--- config.mk ---
export PLATFORM = sky130hd
export DESIGN_NAME = pipeline_control
export DESIGN_NICKNAME = d
export VERILOG_FILES = /design/src/rtl/pipeline_control_pkg.sv /design/src/rtl/pipeline_control_sat_counter.sv /design/src/rtl/pipeline_control.sv
export SDC_FILE = /design/constraint.sdc
export NUM_CORES = 1
export LEC_CHECK = 0
export BUFFER_PORTS_ARGS = -buffer_cell sky130_fd_sc_hd__buf_2
export CORE_MARGIN = 1
export CORE_UTILIZATION = 40
export DETAILED_ROUTE_END_ITERATION = 16
export HOLD_SLACK_MARGIN = 0.08
export PLACE_DENSITY = 0.67
export SETUP_SLACK_MARGIN = 0.4
export SLEW_MARGIN = 5
export SYNTH_ARGS = -nofsm -noshare
export SYNTH_HDL_FRONTEND = slang
export SYNTH_SLANG_ARGS = --single-unit
export TNS_END_PERCENT = 30
--- constraint.sdc ---
create_clock -name clk -period 4.49 [get_ports clk]
set_input_delay 0.6735 -clock clk [delete_from_list [all_inputs] [get_ports clk]]
set_output_delay 0.6735 -clock clk [all_outputs]
set_load 0.05 [all_outputs]
--- src/rtl/pipeline_control_pkg.sv ---
// Core-wide definitions shared by the pipeline controller and its helpers:
// PC-select encodings, controller states, and the control-bundle type.
package pipeline_control_pkg;

  localparam int REG_IDX_W = 5;

  typedef enum logic [1:0] {
    PC_PREDICT = 2'b00,
    PC_RA      = 2'b01,
    PC_EX      = 2'b10,
    PC_HOLD    = 2'b11
  } pc_sel_e;

  typedef enum logic [2:0] {
    ST_RUN,
    ST_FLUSH,
    ST_MEM_WAIT,
    ST_DRAIN,
    ST_HALTED
  } state_e;

  typedef struct packed {
    logic    stall_fd;
    logic    stall_ra;
    logic    stall_ex;
    logic    stall_ma;
    logic    bubble_ex;
    logic    flush_fd;
    logic    flush_ra;
    logic    halted;
    pc_sel_e pc_sel;
    logic    flush_inc;
  } ctl_t;

  localparam ctl_t CTL_IDLE = '{
    stall_fd: 1'b0, stall_ra: 1'b0, stall_ex: 1'b0, stall_ma: 1'b0,
    bubble_ex: 1'b0, flush_fd: 1'b0, flush_ra: 1'b0, halted: 1'b0,
    pc_sel: PC_PREDICT, flush_inc: 1'b0
  };

  localparam ctl_t CTL_FREEZE = '{
    stall_fd: 1'b1, stall_ra: 1'b1, stall_ex: 1'b1, stall_ma: 1'b1,
    bubble_ex: 1'b0, flush_fd: 1'b0, flush_ra: 1'b0, halted: 1'b0,
    pc_sel: PC_HOLD, flush_inc: 1'b0
  };

endpackage

--- src/rtl/pipeline_control_sat_counter.sv ---
// Saturating up-counter with synchronous clear; holds at all-ones.
module sat_counter #(
  parameter int WIDTH = 32
) (
  input  logic             clk,
  input  logic             clear,
  input  logic             inc,
  output logic [WIDTH-1:0] count
);

  always_ff @(posedge clk) begin
    if (clear) begin
      count <= '0;
    end else if (inc && (count != '1)) begin
      count <= count + 1'b1;
    end
  end

endmodule

--- src/rtl/pipeline_control.sv ---
// Hazard and sequencing controller for the five-stage core: stalls, bubbles,
// flushes, fetch PC-select, debug halt sequencing and performance counters.
module pipeline_control
  import pipeline_control_pkg::*;
#(
  parameter int DRAIN_CYCLES = 3,
  parameter int CNT_WIDTH    = 32
) (
  input  logic                 clk,
  input  logic                 reset,
  input  logic [REG_IDX_W-1:0] ra_rs_a,
  input  logic [REG_IDX_W-1:0] ra_rs_b,
  input  logic                 ra_use_a,
  input  logic                 ra_use_b,
  input  logic                 ra_redirect,
  input  logic [REG_IDX_W-1:0] ex_rd,
  input  logic                 ex_is_load,
  input  logic                 ex_mispredict,
  input  logic                 dmem_busy,
  input  logic                 halt_req,
  input  logic                 resume,
  output logic                 stall_fd,
  output logic                 stall_ra,
  output logic                 stall_ex,
  output logic                 stall_ma,
  output logic                 bubble_ex,
  output logic                 flush_fd,
  output logic                 flush_ra,
  output logic [1:0]           pc_sel,
  output logic                 halted,
  output logic [CNT_WIDTH-1:0] stall_count,
  output logic [CNT_WIDTH-1:0] flush_count
);

  localparam int DW = (DRAIN_CYCLES > 1) ? $clog2(DRAIN_CYCLES) : 1;
  localparam logic [DW-1:0] DRAIN_LAST = DW'(DRAIN_CYCLES - 1);

  state_e        state, state_next, run_next;
  logic [DW-1:0] drain_cnt, drain_next;
  ctl_t          run_ctl, ctl;
  logic          load_use;

  always_comb begin
    load_use = ex_is_load && (ex_rd != '0) &&
               ((ra_use_a && (ra_rs_a == ex_rd)) ||
                (ra_use_b && (ra_rs_b == ex_rd)));
  end

  // RUN decision, also reused by MEM_WAIT on the cycle dmem_busy drops.
  always_comb begin
    run_ctl  = CTL_IDLE;
    run_next = ST_RUN;
    if (dmem_busy) begin
      run_ctl  = CTL_FREEZE;
      run_next = ST_MEM_WAIT;
    end else if (ex_mispredict) begin
      run_ctl.flush_fd  = 1'b1;
      run_ctl.flush_ra  = 1'b1;
      run_ctl.pc_sel    = PC_EX;
      run_ctl.flush_inc = 1'b1;
      run_next          = ST_FLUSH;
    end else if (ra_redirect) begin
      run_ctl.flush_fd  = 1'b1;
      run_ctl.pc_sel    = PC_RA;
      run_ctl.flush_inc = 1'b1;
    end else if (load_use) begin
      run_ctl.stall_fd  = 1'b1;
      run_ctl.stall_ra  = 1'b1;
      run_ctl.bubble_ex = 1'b1;
      run_ctl.pc_sel    = PC_HOLD;
    end else if (halt_req) begin
      run_next = ST_DRAIN;
    end
  end

  always_comb begin
    ctl        = CTL_IDLE;
    state_next = state;
    drain_next = drain_cnt;
    case (state)
      ST_RUN: begin
        ctl        = run_ctl;
        state_next = run_next;
        drain_next = '0;
      end
      ST_FLUSH: begin
        if (dmem_busy) begin
          ctl        = CTL_FREEZE;
          state_next = ST_MEM_WAIT;
        end else begin
          state_next = ST_RUN;
        end
        ctl.flush_ra = 1'b1;
      end
      ST_MEM_WAIT: begin
        if (dmem_busy) begin
          ctl = CTL_FREEZE;
        end else begin
          ctl        = run_ctl;
          state_next = run_next;
          drain_next = '0;
        end
      end
      ST_DRAIN: begin
        if (dmem_busy) begin
          ctl = CTL_FREEZE;
        end else begin
          ctl.stall_fd  = 1'b1;
          ctl.bubble_ex = 1'b1;
          ctl.pc_sel    = PC_HOLD;
          if (ex_mispredict) begin
            ctl.flush_fd  = 1'b1;
            ctl.flush_ra  = 1'b1;
            ctl.pc_sel    = PC_EX;
            ctl.flush_inc = 1'b1;
          end
          if (drain_cnt == DRAIN_LAST) begin
            state_next = ST_HALTED;
          end else begin
            drain_next = drain_cnt + 1'b1;
          end
        end
      end
      ST_HALTED: begin
        ctl        = CTL_FREEZE;
        ctl.halted = 1'b1;
        if (resume) begin
          state_next = ST_RUN;
        end
      end
      default: state_next = ST_RUN;
    endcase
    if (reset) begin
      ctl = CTL_IDLE;
    end
  end

  always_ff @(posedge clk) begin
    if (reset) begin
      state     <= ST_RUN;
      drain_cnt <= '0;
    end else begin
      state     <= state_next;
      drain_cnt <= drain_next;
    end
  end

  assign stall_fd  = ctl.stall_fd;
  assign stall_ra  = ctl.stall_ra;
  assign stall_ex  = ctl.stall_ex;
  assign stall_ma  = ctl.stall_ma;
  assign bubble_ex = ctl.bubble_ex;
  assign flush_fd  = ctl.flush_fd;
  assign flush_ra  = ctl.flush_ra;
  assign pc_sel    = ctl.pc_sel;
  assign halted    = ctl.halted;

  sat_counter #(.WIDTH(CNT_WIDTH)) u_stall_cnt (
    .clk   (clk),
    .clear (reset),
    .inc   (ctl.stall_fd),
    .count (stall_count)
  );

  sat_counter #(.WIDTH(CNT_WIDTH)) u_flush_cnt (
    .clk   (clk),
    .clear (reset),
    .inc   (ctl.flush_inc),
    .count (flush_count)
  );

endmodule

After elaboration in Yosys (flattened, before gate mapping):

Cells that the tools add are included.

* reductions and logical operators: 12
* mux-type cells: 39
* equality and inequality tests: 14
* add/sub/neg operators: 3

Operator list (number)
* 32-bit by 1-bit adder with 32-bit output (second input constant): 2
* 32-bit inequality test (second input constant): 2
* 11-bit one-hot mux with 5 select lines: 1
* 3-bit 2-to-1 mux: 13
* 11-bit 2-to-1 mux: 3
* 2-bit 2-to-1 mux: 14
* 3-bit one-hot mux with 5 select lines: 1
* 5-bit equality test: 2
* 2-bit inequality test (second input constant): 5
* 4-bit AND reduction: 2
* 3-bit by 2-bit equality test with 1-bit output (second input constant): 2
* 1-bit logical AND: 6
* 1-bit 2-to-1 mux: 6
* 2-bit one-hot mux with 3 select lines: 1
* 5-bit nonzero test: 1
* 3-bit by 1-bit equality test with 1-bit output (second input constant): 1
* 3-bit equality test (second input constant): 1
* 3-bit logical NOT: 1
* 3-bit nonzero test: 1
* 2-bit by 1-bit adder with 2-bit output (second input constant): 1
* 2-bit equality test (second input constant): 1
* 1-bit logical OR: 1

* logic and storage cells: 72
* output and inout port bits: 74
* register bits: 69

Longest topological paths before layout:

* depth in word-level cells: 12
* gate-level depth with buffers: 10
* gate-level depth less buffers: 7

By module:

From an unflattened synthesis, not the netlist that was laid out.

* cell total of the unflattened synthesis: 494
* area total of the unflattened synthesis: 3990.1 um^2

Modules (own cells, without submodules)
* sat_counter: cells each 199, times used 2, seq. area each 640.6 um^2, area an instance 1674.1 um^2
* pipeline_control: cells each 96, times used 1, seq. area each 100.1 um^2, area an instance 641.9 um^2

Worst setup path after synthesis:

Ideal clock, no wire load.

* path kind: in2out
* start: input ex_rd[0]
* end: output bubble_ex
* stages on the path: 6
* setup slack: 1350 ps
* buffers on the path: 0
* data arrival time: 2466 ps
* cell sequence: xnor2_1 -> nand4_1 -> o22ai_1 -> o211ai_1 -> or4_1 -> a21oi_1

* longest elaborated chain between the ends: 11
* elaborated cells between the ends (all ways): 15
* classes of those cells: eq/ne: 2; mux: 7; reduce/logical: 6

Ends and longest elaborated chain
* start: declaration: line pipeline_control.sv:16 `input logic [REG_IDX_W-1:0] ex_rd,`
* 5-bit equality test (on tied branches): line pipeline_control.sv:45, pipeline_control.sv:46
* 1-bit logical AND (on tied branches): line pipeline_control.sv:45, pipeline_control.sv:46
* 1-bit logical OR: line pipeline_control.sv:45 `((ra_use_a && (ra_rs_a == ex_rd)) ||`
* 1-bit logical AND *: line pipeline_control.sv:44 `load_use = ex_is_load && (ex_rd != '0) &&`
* 1-bit 2-to-1 mux *: line pipeline_control.sv:66 `end else if (load_use) begin`
* 1-bit 2-to-1 mux *: line pipeline_control.sv:62 `end else if (ra_redirect) begin`
* 1-bit 2-to-1 mux *: line pipeline_control.sv:56 `end else if (ex_mispredict) begin`
* 3-bit 2-to-1 mux *: line pipeline_control.sv:53 `if (dmem_busy) begin`
* 11-bit 2-to-1 mux: line pipeline_control.sv:96 `if (dmem_busy) begin`
* 11-bit one-hot mux with 5 select lines *: line pipeline_control.sv:80 `case (state)`
* 11-bit 2-to-1 mux *: line pipeline_control.sv:133 `if (reset) begin`
* end: declaration: line pipeline_control.sv:26 `output logic bubble_ex,`

Every way passes the cells marked *; elsewhere a longest branch is shown, timed or not.

Final worst setup path:

* start: register u_stall_cnt.count[15]
* end: register u_stall_cnt.count[1]

* longest elaborated chain between the ends: 2

Ends and longest elaborated chain
* start: declaration: line pipeline_control_sat_counter.sv:8 `output logic [WIDTH-1:0] count`
* start signal: assignment: line pipeline_control_sat_counter.sv:15 `count <= count + 1'b1;`
* 32-bit inequality test: line pipeline_control_sat_counter.sv:14 `end else if (inc && (count != '1)) begin`
* 1-bit logical AND: line pipeline_control_sat_counter.sv:14

Every way passes these cells.
A chain may end at the register's enable or synchronous reset.

==> results.py <==
metrics = {
    "global_routing": {
        "grt_pass1_wl_um": 14900,
        "grt_max_degree": 48,
        "grt_pass1_vias": 3205,
        "gr-total-overflow": 0,
        "grt_use_total": 0.189,
        "gr-usage-met2": 0.296,
        "met1_usage": 0.251,
        "busiest_layer": "met2",
        "antenna_found_initial": 0,
        "met3_usage": 0.0532,
    },
    "worst_setup_path": {
        "rrSetupSlack_ps": 1200,
        "critPathMaxFanout": 47,
        "r2r_start": "u_stall_cnt.count[15]$_SDFFE_PP0P_",
        "critPathRequiredTime_ps": 4700,
        "reg2reg_depth": 7,
        "slowest_delay_ps": 950,
        "worstPathArrival_ps": 3510,
        "path_class": "register to register",
        "critPathCaptureType": "register",
        "cp_cell_sequence": "nand4_1 > nor4_1 > a32oi_1 > nand2_1 > buf_4 > mux2i_1 > nor2_1",
        "startpoint_type": "register",
        "cp_slowest_cell": "nand2_1",
        "r2r_end": "u_stall_cnt.count[1]$_SDFFE_PP0P_",
    },
    "pwr": {
        "ir_worst_vdd_uv": 179,
        "power.total_mw": 1.34,
        "powerDensity_mw_per_mm2": 296,
        "p_leak_nw": 1.80,
    },
    "layout": {
        "drive_gt1_frac": 0.239,
        "fin_util": 0.492,
        "diodes": 0,
        "fin_area_sq_mm": 0.00453,
        "syn2layout_area_growth_pct": 20.2,
        "num-fill-cells": 916,
        "stdcell_count": 659,
        "final_nets": 571,
    },
    "die": {
        "io_pins": 99,
        "initial_core_util": 0.410,
        "dieHeight_um": 99.0,
        "core.rowCount": 35,
        "die_w_um": 99.0,
        "design.core.area_sq_mm": 0.00920,
        "die-area_sq_mm": 0.00981,
    },
    "synthesis": {
        "synth_edf_count": 0,
        "async_reset_ff_frac": 0,
        "synth.top_cells.by_area": "dfxtp_1 37%, nor2_1 6.2%, xor2_1 5.6%",
        "ys_seq_elements": 69,
        "syn_avg_cell_area_sq_um": 8.31,
        "yosys.area.top_type": "dfxtp_1",
        "ys.flop_type": "dfxtp_1",
        "yosysSeqAreaShare": 0.367,
        "yosys-top-cells-count": "69 x dfxtp_1, 62 x nor2_1, 29 x nand2_1",
        "synth_top_area_share": 0.367,
        "syn_nets": 481,
        "synthCells": 453,
        "synth_warnings": 0,
        "synth_most_common_cell": "dfxtp_1",
        "synth_cell_types": 55,
        "synth_area_sq_mm": 0.00377,
    },
    "clock_network": {
        "cts-root-buf": "clkbuf_8",
        "post_cts_buffers": 0,
        "clock_sinks": 69,
        "cts_buffers": 9,
        "path_clk_slew_ps": 70,
        "hold_buffers": 0,
        "clk-insertion-delay-late_ps": 340,
        "clock_path_buffers": 2,
        "htreeDepth": 3,
        "cts_tree": "yes",
        "post_cts_resized": 0,
    },
    "timing": {
        "hold_ws_ps": 493,
        "post-route-period-util": 0.733,
        "rsz0062_at_grt": "no",
        "final-setup-viol-count": 0,
        "setup_tns_ps": 0,
        "clock_skew_ps": 8.59,
        "slew_headroom": 0.168,
        "period_minus_slack_ps": 3290,
        "finalHoldViolCount": 0,
        "slew_violations": 0,
        "clock.fmax_mhz": 304,
        "tightest_slew_ps": 1250,
        "layout_setup_ws_ps": 1200,
    },
    "job": {
        "cap_violations": 0,
    },
    "placement": {
        "post-place-ws_ps": 1110,
        "dpl.hpwl_um": 6580,
        "port_buffers": 98,
        "numPlacedInstances": 643,
        "postPlaceCellArea_sq_mm": 0.00429,
        "gp_congestion": 0.795,
    },
    "route": {
        "vias": 3641,
        "detail-route-antenna-nets": 0,
        "drtPass1Iterations": 4,
        "wire_per_inst_um": 14.0,
        "post_drt_via_cell_ratio": 5.53,
        "drt-total-wl_um": 9240,
        "drt_iter0_drc": 173,
        "drc": 0,
    },
    "outcome": {
        "status": "finished clean",
    },
    "worst_hold_path": {
        "holdPathStages": 2,
        "hp-class": "register to register",
        "whs_endpoint": "u_stall_cnt.count[17]$_SDFFE_PP0P_",
        "hold_start": "u_stall_cnt.count[17]$_SDFFE_PP0P_",
    },
}
-- sequential cells by signal (all words and copies together), names as in the netlist --
signal	count
drain_cnt	2
u_flush_cnt.count	32
state	3
u_stall_cnt.count	32
-- cell usage in the layout (no fill, tap or decap), types with 4 or more instances in the layout --
cell | netlist | final
a21oi_1 | 26 | 26
and3_1 | 9 | 9
and4_1 | 6 | 6
buf_2 | 3 | 98
buf_4 | 3 | 4
clkbuf_8 | 0 | 9
dfxtp_1 | 69 | 69
inv_1 | 14 | 14
mux2i_1 | 7 | 7
nand2_1 | 29 | 29
nand3_1 | 26 | 26
nand4_1 | 21 | 21
nor2_1 | 62 | 62
nor3_1 | 13 | 13
nor4_1 | 5 | 5
o21ai_0 | 10 | 10
o31ai_1 | 11 | 11
or3_1 | 14 | 14
or4_1 | 14 | 14
xnor2_1 | 17 | 17
xor2_1 | 24 | 24
-- critical path, delay by kind of cell (launching register included) --
family,cells,cell delay [ps]
buffers and inverters,1,320
muxes,1,190
AOI/OAI and AO/OA,1,250
and+or+nand+nor,4,1970
DFF,1,420
-- report_power, final --
| part | internal [mW] | switching [mW] | total (mW) | leakage (nW) |
|---|---|---|---|---|
| clock network | 0.369 | 0.244 | 0.614 | 0.116 |
| registers | 0.615 | 0.00638 | 0.621 | 0.556 |
| logic | 0.0337 | 0.0710 | 0.105 | 1.13 |
| total | 1.02 | 0.322 | 1.34 | 1.80 |
-- worst max-delay path by stage --
stage / startpoint / to / depth (start not counted)
after CTS: reset / flush_fd / 6
after floorplan: ex_rd[0] / bubble_ex / 6
after global placement: reset / u_flush_cnt.count[31]$_SDFFE_PP0P_ / 8
after detailed placement: reset / u_flush_cnt.count[31]$_SDFFE_PP0P_ / 8
after global routing: u_stall_cnt.count[15]$_SDFFE_PP0P_ / u_stall_cnt.count[1]$_SDFFE_PP0P_ / 7
final: u_stall_cnt.count[15]$_SDFFE_PP0P_ / u_stall_cnt.count[1]$_SDFFE_PP0P_ / 7
-- logic make-up after synthesis --
family | share of synthesized area
XOR/XNOR | 0.0953
flip-flops | 0.367
buffers and inverters | 0.0508
AND/OR/NAND/NOR | 0.303
multiplexers | 0.0276
adder cells (fa/ha/maj) | 0.00997
AO/OA/AOI/OAI | 0.146
-- layer usage --
layer / share of wire / up-vias
li1: - / 1842
met1: 0.48 / 1688
met2: 0.44 / 100
met3: 0.059 / 11
met4: 0.012 / 0
met5: 0 / -
-- layout make-up --
class	count	area (sq um)	area share
clock buffer	10	128	0.0282
multi-input combinational	347	2190	0.485
clock inverter	6	111	0.0246
inverter	14	52.6	0.0116
sequential	69	1380	0.305
tap	111	139	0.0307
timing repair buffer	102	520	0.115
Power figures use the tool's default switching activity.
